## config.mk

```make
export PLATFORM = sky130hd
export DESIGN_NAME = mux4_rr_arbiter
export DESIGN_NICKNAME = d
export VERILOG_FILES = /design/src/rtl/mux4_rr_arbiter.sv
export SDC_FILE = /design/constraint.sdc
export NUM_CORES = 1
export LEC_CHECK = 0
export BUFFER_PORTS_ARGS = -buffer_cell sky130_fd_sc_hd__buf_2
export CAP_MARGIN = 0
export CORE_ASPECT_RATIO = 0.9
export CORE_MARGIN = 1.5
export CORE_UTILIZATION = 50
export DETAILED_ROUTE_END_ITERATION = 10
export PLACE_DENSITY = 0.75
export REMOVE_ABC_BUFFERS = 1
export SYNTH_ARGS = -nofsm -noshare
export SYNTH_HDL_FRONTEND = slang
export SYNTH_SLANG_ARGS = --single-unit
```

## constraint.sdc

```tcl
create_clock -name clk -period 2.25 [get_ports clk]
set_input_delay 0.225 -clock clk [delete_from_list [all_inputs] [get_ports clk]]
set_output_delay 0.225 -clock clk [all_outputs]
set_load 0.005 [all_outputs]
```

## src/rtl/mux4_rr_arbiter.sv

```systemverilog
// Round-robin arbiter for the 4-input registered mux: one-hot grant, mux select,
// per-tenure burst cap and an out_valid aligned with the mux output register.
module mux4_rr_arbiter #(
  parameter int BURST_MAX = 4
) (
  input  logic       clk,
  input  logic       rst,
  input  logic [3:0] req,
  output logic [3:0] grant,
  output logic [1:0] sel,
  output logic       busy,
  output logic       out_valid
);

  localparam int CW = $clog2(BURST_MAX + 1);
  localparam logic [CW-1:0] CNT_ZERO  = CW'(0);
  localparam logic [CW-1:0] CNT_ONE   = CW'(1);
  localparam logic [CW-1:0] BURST_LIM = CW'(BURST_MAX);

  typedef enum logic {
    IDLE  = 1'b0,
    GRANT = 1'b1
  } state_t;

  state_t        state_r;
  state_t        state_nxt_s;
  logic [1:0]    ptr_r;
  logic [1:0]    ptr_nxt_s;
  logic [1:0]    holder_r;
  logic [1:0]    holder_nxt_s;
  logic [CW-1:0] cnt_r;
  logic [CW-1:0] cnt_nxt_s;
  logic          release_s;
  logic [3:0]    grant_nxt_s;
  logic [1:0]    sel_nxt_s;
  logic          busy_nxt_s;

  // First set bit of r searched upward from p, wrapping 3 -> 0.
  function automatic logic [1:0] pick(input logic [3:0] r, input logic [1:0] p);
    logic [1:0] idx;
    pick = p;
    for (int i = 3; i >= 0; i--) begin
      idx = p + 2'(i);
      if (r[idx]) begin
        pick = idx;
      end else begin
        pick = pick;
      end
    end
  endfunction

  function automatic logic [3:0] onehot(input logic [1:0] idx);
    onehot = 4'b0001 << idx;
  endfunction

  assign release_s = !req[holder_r] || (cnt_r >= BURST_LIM);

  // State and arbitration registers.
  always_ff @(posedge clk or negedge rst) begin
    if (!rst) begin
      state_r  <= IDLE;
      ptr_r    <= 2'd0;
      holder_r <= 2'd0;
      cnt_r    <= CNT_ZERO;
    end else begin
      state_r  <= state_nxt_s;
      ptr_r    <= ptr_nxt_s;
      holder_r <= holder_nxt_s;
      cnt_r    <= cnt_nxt_s;
    end
  end

  // Next-state and arbitration decision.
  always_comb begin
    state_nxt_s  = state_r;
    ptr_nxt_s    = ptr_r;
    holder_nxt_s = holder_r;
    cnt_nxt_s    = cnt_r;
    case (state_r)
      IDLE: begin
        if (req != 4'b0000) begin
          state_nxt_s  = GRANT;
          holder_nxt_s = pick(req, ptr_r);
          cnt_nxt_s    = CNT_ONE;
        end else begin
          state_nxt_s  = IDLE;
        end
      end
      GRANT: begin
        if (!release_s) begin
          cnt_nxt_s = cnt_r + CNT_ONE;
        end else begin
          // The pointer moves past the releasing holder before re-arbitrating,
          // so a lone holder at its burst limit is simply re-granted.
          ptr_nxt_s = holder_r + 2'd1;
          if (req != 4'b0000) begin
            state_nxt_s  = GRANT;
            holder_nxt_s = pick(req, holder_r + 2'd1);
            cnt_nxt_s    = CNT_ONE;
          end else begin
            state_nxt_s  = IDLE;
            cnt_nxt_s    = CNT_ZERO;
          end
        end
      end
      default: begin
        state_nxt_s  = IDLE;
        ptr_nxt_s    = 2'd0;
        holder_nxt_s = 2'd0;
        cnt_nxt_s    = CNT_ZERO;
      end
    endcase
  end

  // Output values for the next cycle; sel holds its last value when idle.
  always_comb begin
    grant_nxt_s = 4'b0000;
    sel_nxt_s   = sel;
    busy_nxt_s  = 1'b0;
    if (state_nxt_s == GRANT) begin
      grant_nxt_s = onehot(holder_nxt_s);
      sel_nxt_s   = holder_nxt_s;
      busy_nxt_s  = 1'b1;
    end else begin
      grant_nxt_s = 4'b0000;
      sel_nxt_s   = sel;
      busy_nxt_s  = 1'b0;
    end
  end

  // Registered outputs; out_valid trails busy to match the mux output register.
  always_ff @(posedge clk or negedge rst) begin
    if (!rst) begin
      grant     <= 4'b0000;
      sel       <= 2'd0;
      busy      <= 1'b0;
      out_valid <= 1'b0;
    end else begin
      grant     <= grant_nxt_s;
      sel       <= sel_nxt_s;
      busy      <= busy_nxt_s;
      out_valid <= busy;
    end
  end

  mux4_rr_arbiter_chk u_chk (
    .clk       (clk),
    .rst       (rst),
    .grant     (grant),
    .sel       (sel),
    .busy      (busy),
    .out_valid (out_valid)
  );

endmodule

// Output invariants of the arbiter.
module mux4_rr_arbiter_chk (
  input logic       clk,
  input logic       rst,
  input logic [3:0] grant,
  input logic [1:0] sel,
  input logic       busy,
  input logic       out_valid
);

  a_grant_onehot0: assert property (@(posedge clk) disable iff (!rst)
    $onehot0(grant));

  a_sel_with_grant: assert property (@(posedge clk) disable iff (!rst)
    (sel != $past(sel)) |-> (grant != $past(grant)));

  a_busy_matches_grant: assert property (@(posedge clk) disable iff (!rst)
    busy == (grant != 4'b0000));

  a_out_valid_delay: assert property (@(posedge clk) disable iff (!rst)
    out_valid == $past(busy));

endmodule

```

==> results of run 1 <==
-- kinds of logic after synthesis --
kind of cell | Yosys count | synth area share
compound gates | 26 | 0.228
flops | 15 | 0.379
buf+inv | 13 | 0.0721
fa+ha+maj | 1 | 0.0126
mux | 3 | 0.0556
simple gates | 41 | 0.253
-- state kept, by name (all words and copies together), names as in the netlist --
name and flops:
grant 4, holder_r 2, cnt_r 3, ptr_r 2, out_valid 1, busy 1, sel 2
-- final cells by class --
class / instances / area [um2]
clock buffer: 3 / 22.5
inverter: 7 / 26.3
multi-input combinational: 71 / 543
clock inverter: 1 / 5.00
fill: 174 / 810
timing repair buffer: 15 / 82.6
sequential: 15 / 375
tap: 25 / 31.3
-- per-layer routing --
metal | wire length, um | GRT usage | vias up
met5 | 0 | 0 | -
met4 | 36 | 0.0556 | 0
met3 | 97 | 0.0629 | 4
met2 | 836 | 0.261 | 18
met1 | 932 | 0.256 | 341
li1 | - | - | 381
-- stage by stage --
| stage | hold WS [ps] | power [mW] | instance area, um2 | cells |
|---|---|---|---|---|
| 2_1_floorplan | -70.6 | 0.983 | 945 | 93 |
| 3_3_place_gp | 137 | 1.14 | 1050 | 132 |
| 5_1_grt | 378 | 1.41 | 1090 | 137 |
| 6_report | 355 | 1.30 | 1090 | 137 |
| 4_1_cts | 363 | 1.31 | 1090 | 137 |
| 3_5_place_dp | 144 | 1.15 | 1050 | 132 |
-- synth_stat cells, drive strengths merged --
library cell,count,share of area
a2111oi,1,0.0089
a211o,1,0.0089
a211oi,2,0.033
a21boi,1,0.0076
a21o,2,0.015
a21oi,4,0.020
a32o,1,0.010
a32oi,1,0.0089
and3,1,0.0063
and3b,1,0.0089
and4,1,0.0089
buf,6,0.046
dfrtp,15,0.38
ha,1,0.013
inv,7,0.027
mux2i,3,0.056
nand2,7,0.027
nand2b,4,0.025
nand3,2,0.010
nand3b,2,0.015
nand4,1,0.0063
nor2,9,0.034
nor2b,2,0.013
nor3,3,0.015
nor4,3,0.047
o21ai,8,0.044
o221a,1,0.011
o221ai,1,0.027
o22ai,1,0.0063
o31a,2,0.027
or2,3,0.019
or3b,2,0.018
-- what timing repair did --
| item | 4_1_cts | 5_1_grt |
|---|---|---|
| hold buffers | 1 | 0 |
| endpoints found under the hold margin | 15 | 0 |
| setup buffers | 0 | 0 |
| endpoints found under the setup margin | 0 | 0 |
-- power by group through the flow --
stage / Combinational [mW] / Clock, mW / Sequential [mW]
6_report: 0.655 / 0.156 / 0.491
5_1_grt: 0.729 / 0.168 / 0.509
4_1_cts: 0.660 / 0.160 / 0.490
3_5_place_dp: 0.652 / 0 / 0.496
3_3_place_gp: 0.647 / 0 / 0.491
2_1_floorplan: 0.503 / 0 / 0.480
-- placed cells by master, fill, tap and decap left out, drive strengths merged, types with 2 or more instances in the layout --
master / Yosys / layout
or2: 3 / 3
a21oi: 4 / 4
or3b: 2 / 2
a21o: 2 / 2
nand3b: 2 / 2
nand3: 2 / 2
nand2: 7 / 7
buf: 6 / 14
dfrtp: 15 / 15
nand2b: 4 / 4
nor4: 3 / 3
nor2b: 2 / 2
mux2i: 3 / 3
nor3: 3 / 3
clkbuf: 0 / 3
inv: 7 / 7
o31a: 2 / 2
a211oi: 2 / 2
nor2: 9 / 9
o21ai: 8 / 8
-- worst max path at each step --
stage               end  slack (ps)  cells past startpoint
6_report       grant[2]         370                      4
5_1_grt        grant[2]         210                      4
4_1_cts        grant[2]         370                      4
3_5_place_dp   grant[2]         400                      4
3_3_place_gp   grant[0]         390                      5
2_1_floorplan  grant[2]         520                      4
-- critical path: stages, from the launching register on --
cell and delay (ps):
sky130_fd_sc_hd__dfrtp_1 640, sky130_fd_sc_hd__mux2i_4 370, sky130_fd_sc_hd__o221ai_4 190, sky130_fd_sc_hd__o31a_4 400
sky130_fd_sc_hd__nor4_2 200
==> results.md, run 1 <==
* Outcome: completed
* Wire length after detailed routing at 1.90 mm
* Tot GR Track Use at 0.181
* Placer Congestion at 0.863
* Clock buffer count from CTS at 3
* Number of warnings issued by yosys at 0
* Switching power at 0.539 mW
* Synthesized netlist cell count at 99
* Boundary Pins at 14
* Clock sink count at 15
* DP HPWL at 1.38 mm
* Combinational power share at 0.503
* Mean instance size in the synthesized netlist at 10.0 um2
* Fin. max-slew vios at 0
* Reg-to-reg setup timing slack at 370 ps
* Core area at 1900 um2
* Fmax at 532 MHz
* Number of antenna violations at the first check in global routing at 0
* Number of gates resized after cts at 0
* Total Negative Setup Slacks at 0 ps
* Drt initial violations at 15
* Final-report hold violation count at 0
* Aggregate global routing overflow at 0
* Pre-CTS setup slack at 402 ps
* Root buffer selected by CTS: sky130_fd_sc_hd__clkbuf_4
* Setup repair after global routing missed its margin: false
* Pin count of the biggest net entering global routing at 16
* Setup crit start kind: flip-flop
* Power Dens Cells at 1200 nW/um2
* Antenna-violating nets left at 0
* Via count of the first global-routing pass at 633
* Starting utilization of the core area at 0.522
* Total inserted antenna cells at 0
* Clock tree from TritonCTS: done
* Number of levels in the clock H-tree at 1
* Clock insertion delay at the later pin of the skew report at 290 ps
* Final Core Density at 0.573
* TritonRoute pass-1 iters at 4
* Clock Path Buffers at 2
* Clock period minus final worst setup slack at 1880 ps
* Leakage power of the design at 0.483 nW
* Worst R2R End: grant[2]
* Required @ worst endpoint at 2460 ps
* Seq/Total Area, Yosys at 0.379
* Wire length per cell at 13.9 um
* Count of max-cap constraint violations at 0
* Transition at the pin with the smallest max-transition slack at 472 ps
* Period utilisation layout at 0.836
* Cell-internal power at 0.764 mW
* Fraction of layout instances using a drive strength above 1 at 0.277
* Setup violators final at 0
* Number of nets at the end of the flow at 120
* Maximum VDD drop at 0.000662 V
* Die Y-Extent at 45.2 um
* Detailed-route DRC error count at 0
* Kind of critical path: reg2reg
* Clock Power Share at 0.120
* Full die area at 2260 um2
* R2r startpoint: holder_r[1]
* Number of standard-cell rows in the floorplan at 15
* Vias per Instance at 5.43
* Maximum fanout encountered on the critical timing path at 12
* Clock transition at the registers of the reported paths at 100 ps
* Crit path from: holder_r[1]
* Netlist cell types at 42
* Number of vias after detailed routing at 744
* Path category of the worst min-delay check: in2async
* Capturing element type of the critical path: flip-flop
* Slew HR at 0.686
* Quantity of I/O buffers inserted on ports at 13
* Die width at 49.9 um
* Netlist area before placement at 990 um2
* Number of synthesized register bits at 15
* Setup ws final at 369 ps
* Arrival time worst endpoint at 2090 ps
* Wire length of the first global-routing pass at 3.02 mm
* Setup skew after layout at 18.3 ps
* Growth of design area from synthesis to finish at 9.73%
* Sequential fraction of design power at 0.377
* Path depth of the worst reg2reg path at 4
* Switching power as a share of total power at 0.414
(Power assumes the default switching activity.)
==> run 2, diff against run 1 <==
==> constraint.sdc (replaced) <==
create_clock -name clk -period 1.9 [get_ports clk]
set_input_delay 0.19 -clock clk [delete_from_list [all_inputs] [get_ports clk]]
set_output_delay 0.19 -clock clk [all_outputs]
set_load 0.005 [all_outputs]
==> results.md, run 2 (synthesis results as in run 1) <==
* Outcome: completed (unchanged)
* Wire length per cell at 14.7 um (was 13.9 um)
* Die Y-Extent at 45.2 um (unchanged)
* Wire length of the first global-routing pass at 3.22 mm (was 3.02 mm)
* Core area at 1900 um2 (unchanged)
* Max reg flops at 4 (unchanged)
* Count of max-cap constraint violations at 0 (unchanged)
* Setup skew after layout at 8.37 ps (was 18.3 ps)
* Vias per Instance at 5.65 (was 5.43)
* Clock tree from TritonCTS: done (unchanged)
* Growth of design area from synthesis to finish at 10.4% (was 9.73%)
* Clock transition at the registers of the reported paths at 90 ps (was 100 ps)
* Placer Congestion at 0.920 (was 0.863)
* Design Power at 1.57 mW (was 1.30 mW)
* Number of antenna violations at the first check in global routing at 0 (unchanged)
* Tot GR Track Use at 0.195 (was 0.181)
* Stage delay of the slowest cell on the critical path at 510 ps (was 640 ps)
* Library cell contributing the largest single delay on the critical path: sky130_fd_sc_hd__dfrtp_1 (unchanged)
* Boundary Pins at 14 (unchanged)
* Kind of critical path: reg2reg (unchanged)
* Largest registers: grant (4), cnt_r (3) (unchanged)
* Worst R2R End: grant[2] (unchanged)
* Leakage power of the design at 0.485 nW (was 0.483 nW)
* Most frequent cells in the layout: sky130_fd_sc_hd__dfrtp_1, sky130_fd_sc_hd__buf_2, sky130_fd_sc_hd__nor2_1 (unchanged)
* Power Dens Cells at 1440 nW/um2 (was 1200 nW/um2)
* Clock insertion delay at the later pin of the skew report at 290 ps (about the same)
* Antenna-violating nets left at 0 (unchanged)
* Maximum VDD drop at 0.000845 V (was 0.000662 V)
* Most flop-heavy register: grant (unchanged)
* Die width at 49.9 um (unchanged)
* Filler instances at 170 (was 174)
* Slew HR at 0.707 (was 0.686)
* Path category of the worst min-delay check: in2async (unchanged)
* R2r startpoint: holder_r[1] (unchanged)
* Period utilisation layout at 0.930 (was 0.836)
* Via count of the first global-routing pass at 698 (was 633)
* Quantity of I/O buffers inserted on ports at 13 (unchanged)
* DP HPWL at 1.50 mm (was 1.38 mm)
* Clock Path Buffers at 2 (unchanged)
* Capturing element type of the critical path: flip-flop (unchanged)
* Detailed-route DRC error count at 0 (unchanged)
* Setup repair after global routing missed its margin: false (unchanged)
* Arrival time worst endpoint at 1970 ps (was 2090 ps)
* Drt initial violations at 20 (was 15)
* Path depth of the worst reg2reg path at 5 (was 4)
* CP Cell Sequence: mux2i_4 > nor2_1 > o31a_1 > or2_1 > nor4_2 (was mux2i_4 > o221ai_4 > o31a_4 > nor4_2)
* Number of standard-cell rows in the floorplan at 15 (unchanged)
* Final Core Density at 0.576 (was 0.573)
* Wire length after detailed routing at 2.02 mm (was 1.90 mm)
* Required @ worst endpoint at 2100 ps (was 2460 ps)
* Reg-to-reg setup timing slack at 130 ps (was 370 ps)
* Final-report hold violation count at 0 (unchanged)
* Transition at the pin with the smallest max-transition slack at 436 ps (was 472 ps)
* Number of nets at the end of the flow at 121 (was 120)
* Root buffer selected by CTS: sky130_fd_sc_hd__clkbuf_4 (unchanged)
* Total inserted antenna cells at 0 (unchanged)
* Full die area at 2260 um2 (unchanged)
* Clock period minus final worst setup slack at 1770 ps (was 1880 ps)
* Fraction of layout instances using a drive strength above 1 at 0.274 (was 0.277)
* Crit path buf inv count at 0 (unchanged)
* Post-Place Cell Area at 1060 um2 (was 1050 um2)
* Clock buffer count from CTS at 3 (unchanged)
* Starting utilization of the core area at 0.522 (unchanged)
* Sequential Area at 375 um2 (unchanged)
* Total Negative Setup Slacks at 0 ps (unchanged)
* Aggregate global routing overflow at 0 (unchanged)
* Clock sink count at 15 (unchanged)
* Pin count of the biggest net entering global routing at 16 (unchanged)
* Fin. max-slew vios at 0 (unchanged)
* Number of levels in the clock H-tree at 1 (unchanged)
* Number of vias after detailed routing at 780 (was 744)
* Kind of cell adding the most delay to the critical path: flip-flops (unchanged)
* Setup crit start kind: flip-flop (unchanged)
* Most common library cell in the layout ignoring fill and taps: sky130_fd_sc_hd__dfrtp_1 (unchanged)
* Final instance area at 1090 um2 (about the same)
* TritonRoute pass-1 iters at 4 (unchanged)
* Fmax at 566 MHz (was 532 MHz)
* Maximum fanout encountered on the critical timing path at 5 (was 12)
* Area occupied by multi-input gates at 543 um2 (unchanged)
* Setup violators final at 0 (unchanged)
## run 2: cell count changes in the layout (fill, tap and decap cells not counted)
| cell | delta |
|---|---|
| sky130_fd_sc_hd__clkinv_2 | -1 |
| sky130_fd_sc_hd__buf_4 | +1 |
| sky130_fd_sc_hd__clkbuf_1 | +1 |
## run 2: what timing repair did
| item | CTS | global route |
|---|---|---|
| hold endpoints to repair | 15 | 0 |
| setup buffers | 0 | 0 |
| resized for setup | 0 | 0 |
| hold buffers | 1 | 0 |
## run 2: stage by stage
step | setup slack (ps) | cells | hold WS, ps
after detailed placement | 120 | 133 | 117
after CTS | 117 | 138 | 332
after floorplan | 166 | 93 | -106
after global placement | 172 | 133 | 108
after global routing | 16.8 | 138 | 348
final | 133 | 138 | 333
## run 2: how the worst max path moves through the flow
stage	startpoint	end	slack [ps]	cells past startpoint
CTS	holder_r[1]	grant[2]	120	5
floorplan	holder_r[1]	grant[2]	170	4
finish	holder_r[1]	grant[2]	130	5
global placement	holder_r[0]	sel[0]	170	5
global route	holder_r[1]	grant[2]	20	5
detailed placement	holder_r[1]	grant[2]	120	5
## run 2: power by group
group	internal (mW)	total, mW	switching (mW)
sequential	0.446	0.568	0.122
combinational	0.394	0.818	0.424
clock	0.0815	0.185	0.104
## run 2: layer usage
metal	part of all wire	global-route usage	wire (um)	vias up
met4	0	0.0167	0	0
met3	0.043	0.0497	87	0
met5	0	0	0	-
li1	-	-	-	380
met1	0.47	0.256	955	381
met2	0.48	0.341	979	19
## run 2: area by class of cell
cell class | count | share of cell area
timing repair buffer | 16 | 0.0825
clock buffer | 4 | 0.0241
tap | 25 | 0.0286
sequential | 15 | 0.344
multi-input combinational | 71 | 0.497
inverter | 7 | 0.0241
==> run 3, diff against run 2 <==
--- a/config.mk
+++ b/config.mk
@@ -7,11 +7,13 @@
 export LEC_CHECK = 0
 export BUFFER_PORTS_ARGS = -buffer_cell sky130_fd_sc_hd__buf_2
 export CAP_MARGIN = 0
+export CELL_PAD_IN_SITES_DETAIL_PLACEMENT = 0
+export CELL_PAD_IN_SITES_GLOBAL_PLACEMENT = 1
 export CORE_ASPECT_RATIO = 0.9
 export CORE_MARGIN = 1.5
-export CORE_UTILIZATION = 50
+export CORE_UTILIZATION = 43
 export DETAILED_ROUTE_END_ITERATION = 10
-export PLACE_DENSITY = 0.75
+export PLACE_DENSITY = 0.81
 export REMOVE_ABC_BUFFERS = 1
 export SYNTH_ARGS = -nofsm -noshare
 export SYNTH_HDL_FRONTEND = slang
==> results.md, run 3 (synthesis results as in run 1) <==
* TritonRoute pass-1 iters at 4 (unchanged)
* Slew HR at 0.703 (was 0.707)
* Setup crit start kind: flip-flop (unchanged)
* Placer Congestion at 0.805 (was 0.920)
* Aggregate global routing overflow at 0 (unchanged)
* Post-placement cell count at 135 (was 133)
* Wire length of the first global-routing pass at 3.48 mm (was 3.22 mm)
* Period utilisation layout at 0.909 (was 0.930)
* Clock Path Buffers at 2 (unchanged)
* Most flop-heavy register: grant (unchanged)
* Path depth of the worst reg2reg path at 5 (unchanged)
* Final Core Density at 0.502 (was 0.576)
* Filler instances at 212 (was 170)
* Arrival time worst endpoint at 1890 ps (was 1970 ps)
* Number of vias after detailed routing at 796 (was 780)
* Max reg flops at 4 (unchanged)
* Total Negative Setup Slacks at 0 ps (unchanged)
* Number of levels in the clock H-tree at 1 (unchanged)
* Tot GR Track Use at 0.186 (was 0.195)
* Clock sink count at 15 (unchanged)
* Total inserted antenna cells at 0 (unchanged)
* Reg-to-reg setup timing slack at 170 ps (was 130 ps)
* Starting utilization of the core area at 0.454 (was 0.522)
* Count of max-cap constraint violations at 0 (unchanged)
* Number of cells in the finished layout apart from fillers at 140 (was 138)
* Drt initial violations at 20 (unchanged)
* Leakage power of the design at 0.484 nW (was 0.485 nW)
* Required @ worst endpoint at 2070 ps (was 2100 ps)
* Most frequent cells in the layout: sky130_fd_sc_hd__dfrtp_1, sky130_fd_sc_hd__buf_2, sky130_fd_sc_hd__nor2_1 (unchanged)
* Via count of the first global-routing pass at 741 (was 698)
* Worst R2R End: sel[0] (was grant[2])
* Pin count of the biggest net entering global routing at 16 (unchanged)
* Core area at 2180 um2 (was 1900 um2)
* Setup ws final at 172 ps (was 133 ps)
* Maximum fanout encountered on the critical timing path at 8 (was 5)
* Setup skew after layout at 4.43 ps (was 8.37 ps)
* Number of antenna violations at the first check in global routing at 0 (unchanged)
* Quantity of I/O buffers inserted on ports at 13 (unchanged)
* Fin. max-slew vios at 0 (unchanged)
* R2r startpoint: holder_r[0] (was holder_r[1])
* Full die area at 2600 um2 (was 2260 um2)
* Post-Place Cell Area at 1060 um2 (about the same)
* Die Y-Extent at 48.5 um (was 45.2 um)
* Largest registers: grant (4), cnt_r (3) (unchanged)
* Root buffer selected by CTS: sky130_fd_sc_hd__clkbuf_4 (unchanged)
* Transition at the pin with the smallest max-transition slack at 445 ps (was 436 ps)
* Antenna-violating nets left at 0 (unchanged)
* Die width at 53.6 um (was 49.9 um)
* Final-report hold violation count at 0 (unchanged)
* Fraction of layout instances using a drive strength above 1 at 0.283 (was 0.274)
* Most common library cell in the layout ignoring fill and taps: sky130_fd_sc_hd__dfrtp_1 (unchanged)
* Power Dens Cells at 1440 nW/um2 (about the same)
* Pre-CTS setup slack at 141 ps (was 120 ps)
* Setup repair after global routing missed its margin: false (unchanged)
* DP HPWL at 1.48 mm (was 1.50 mm)
* Number of nets at the end of the flow at 121 (unchanged)
* Final instance area at 1100 um2 (was 1090 um2)
* Timing endpoint of the critical path: sel[0] (was grant[2])
* Wire length after detailed routing at 2.02 mm (about the same)
* Fmax at 579 MHz (was 566 MHz)
* Clock buffer count from CTS at 3 (unchanged)
* Maximum VDD drop at 0.000669 V (was 0.000845 V)
* Detailed-route DRC error count at 0 (unchanged)
* Clock period minus final worst setup slack at 1730 ps (was 1770 ps)
* Setup violators final at 0 (unchanged)
* Clock insertion delay at the later pin of the skew report at 280 ps (was 290 ps)
* Outcome: completed (unchanged)
* Kind of critical path: reg2reg (unchanged)
* Path category of the worst min-delay check: in2async (unchanged)
* Clock tree from TritonCTS: done (unchanged)
* Crit path from: holder_r[0] (was holder_r[1])
* Capturing element type of the critical path: flip-flop (unchanged)
* Clock transition at the registers of the reported paths at 80 ps (was 90 ps)
* Number of standard-cell rows in the floorplan at 16 (was 15)
* Wire length per cell at 14.4 um (was 14.7 um)
* Growth of design area from synthesis to finish at 10.7% (was 10.4%)
* Vias per Instance at 5.69 (was 5.65)
* Boundary Pins at 14 (unchanged)
## run 3: report_power, final
group | switching [mW] | total (mW) | internal, mW | leakage, nW
logic | 0.435 | 0.829 | 0.394 | 0.292
registers | 0.117 | 0.566 | 0.449 | 0.177
clock network | 0.0976 | 0.179 | 0.0816 | 0.0150
## run 3: layer usage
metal / global-route usage / routed length (um) / vias up
li1: - / - / 389
met1: 0.258 / 960 / 395
met5: 0 / 0 / -
met4: 0.0427 / 11 / 0
met2: 0.282 / 976 / 10
met3: 0.0556 / 68 / 2
## run 3: worst min-delay path by stage
| stage | depth (start not counted) | slack, ps | end |
|---|---|---|---|
| floorplan | 0 | -110 | busy |
| global placement | 1 | 100 | grant[3] |
| detailed placement | 1 | 110 | grant[0] |
| CTS | 2 | 340 | sel[0] |
| global route | 2 | 370 | grant[1] |
| finish | 2 | 350 | grant[0] |
## run 3: final cells by class
cell class                 instances  area, um2  area share
multi-input combinational         71        543       0.495
sequential                        15        377       0.344
timing repair buffer              16       90.1      0.0822
tap                               27       33.8      0.0308
clock buffer                       4       26.3      0.0240
inverter                           7       26.3      0.0240
## run 3: repair_timing
item | 4_1_cts | 5_1_grt
setup endpoints to repair | 0 | 1
hold endpoints to repair | 15 | 0
hold buffers | 1 | 0
buffers inserted | 0 | 0
resized for setup | 0 | 1
## run 3: worst max-delay path, stage by stage (launching register included)
cell and delay [ps]:
sky130_fd_sc_hd__dfrtp_1 480, sky130_fd_sc_hd__or2_2 360, sky130_fd_sc_hd__o221ai_4 280, sky130_fd_sc_hd__a211oi_4 90, sky130_fd_sc_hd__a211oi_2 310, sky130_fd_sc_hd__nand2_1 80
## run 3: through the flow
step | hold WS [ps] | total power, mW
after floorplan | -106 | 1.16
after global placement | 103 | 1.37
after detailed placement | 113 | 1.39
after CTS | 335 | 1.58
after global routing | 373 | 1.72
final | 351 | 1.57
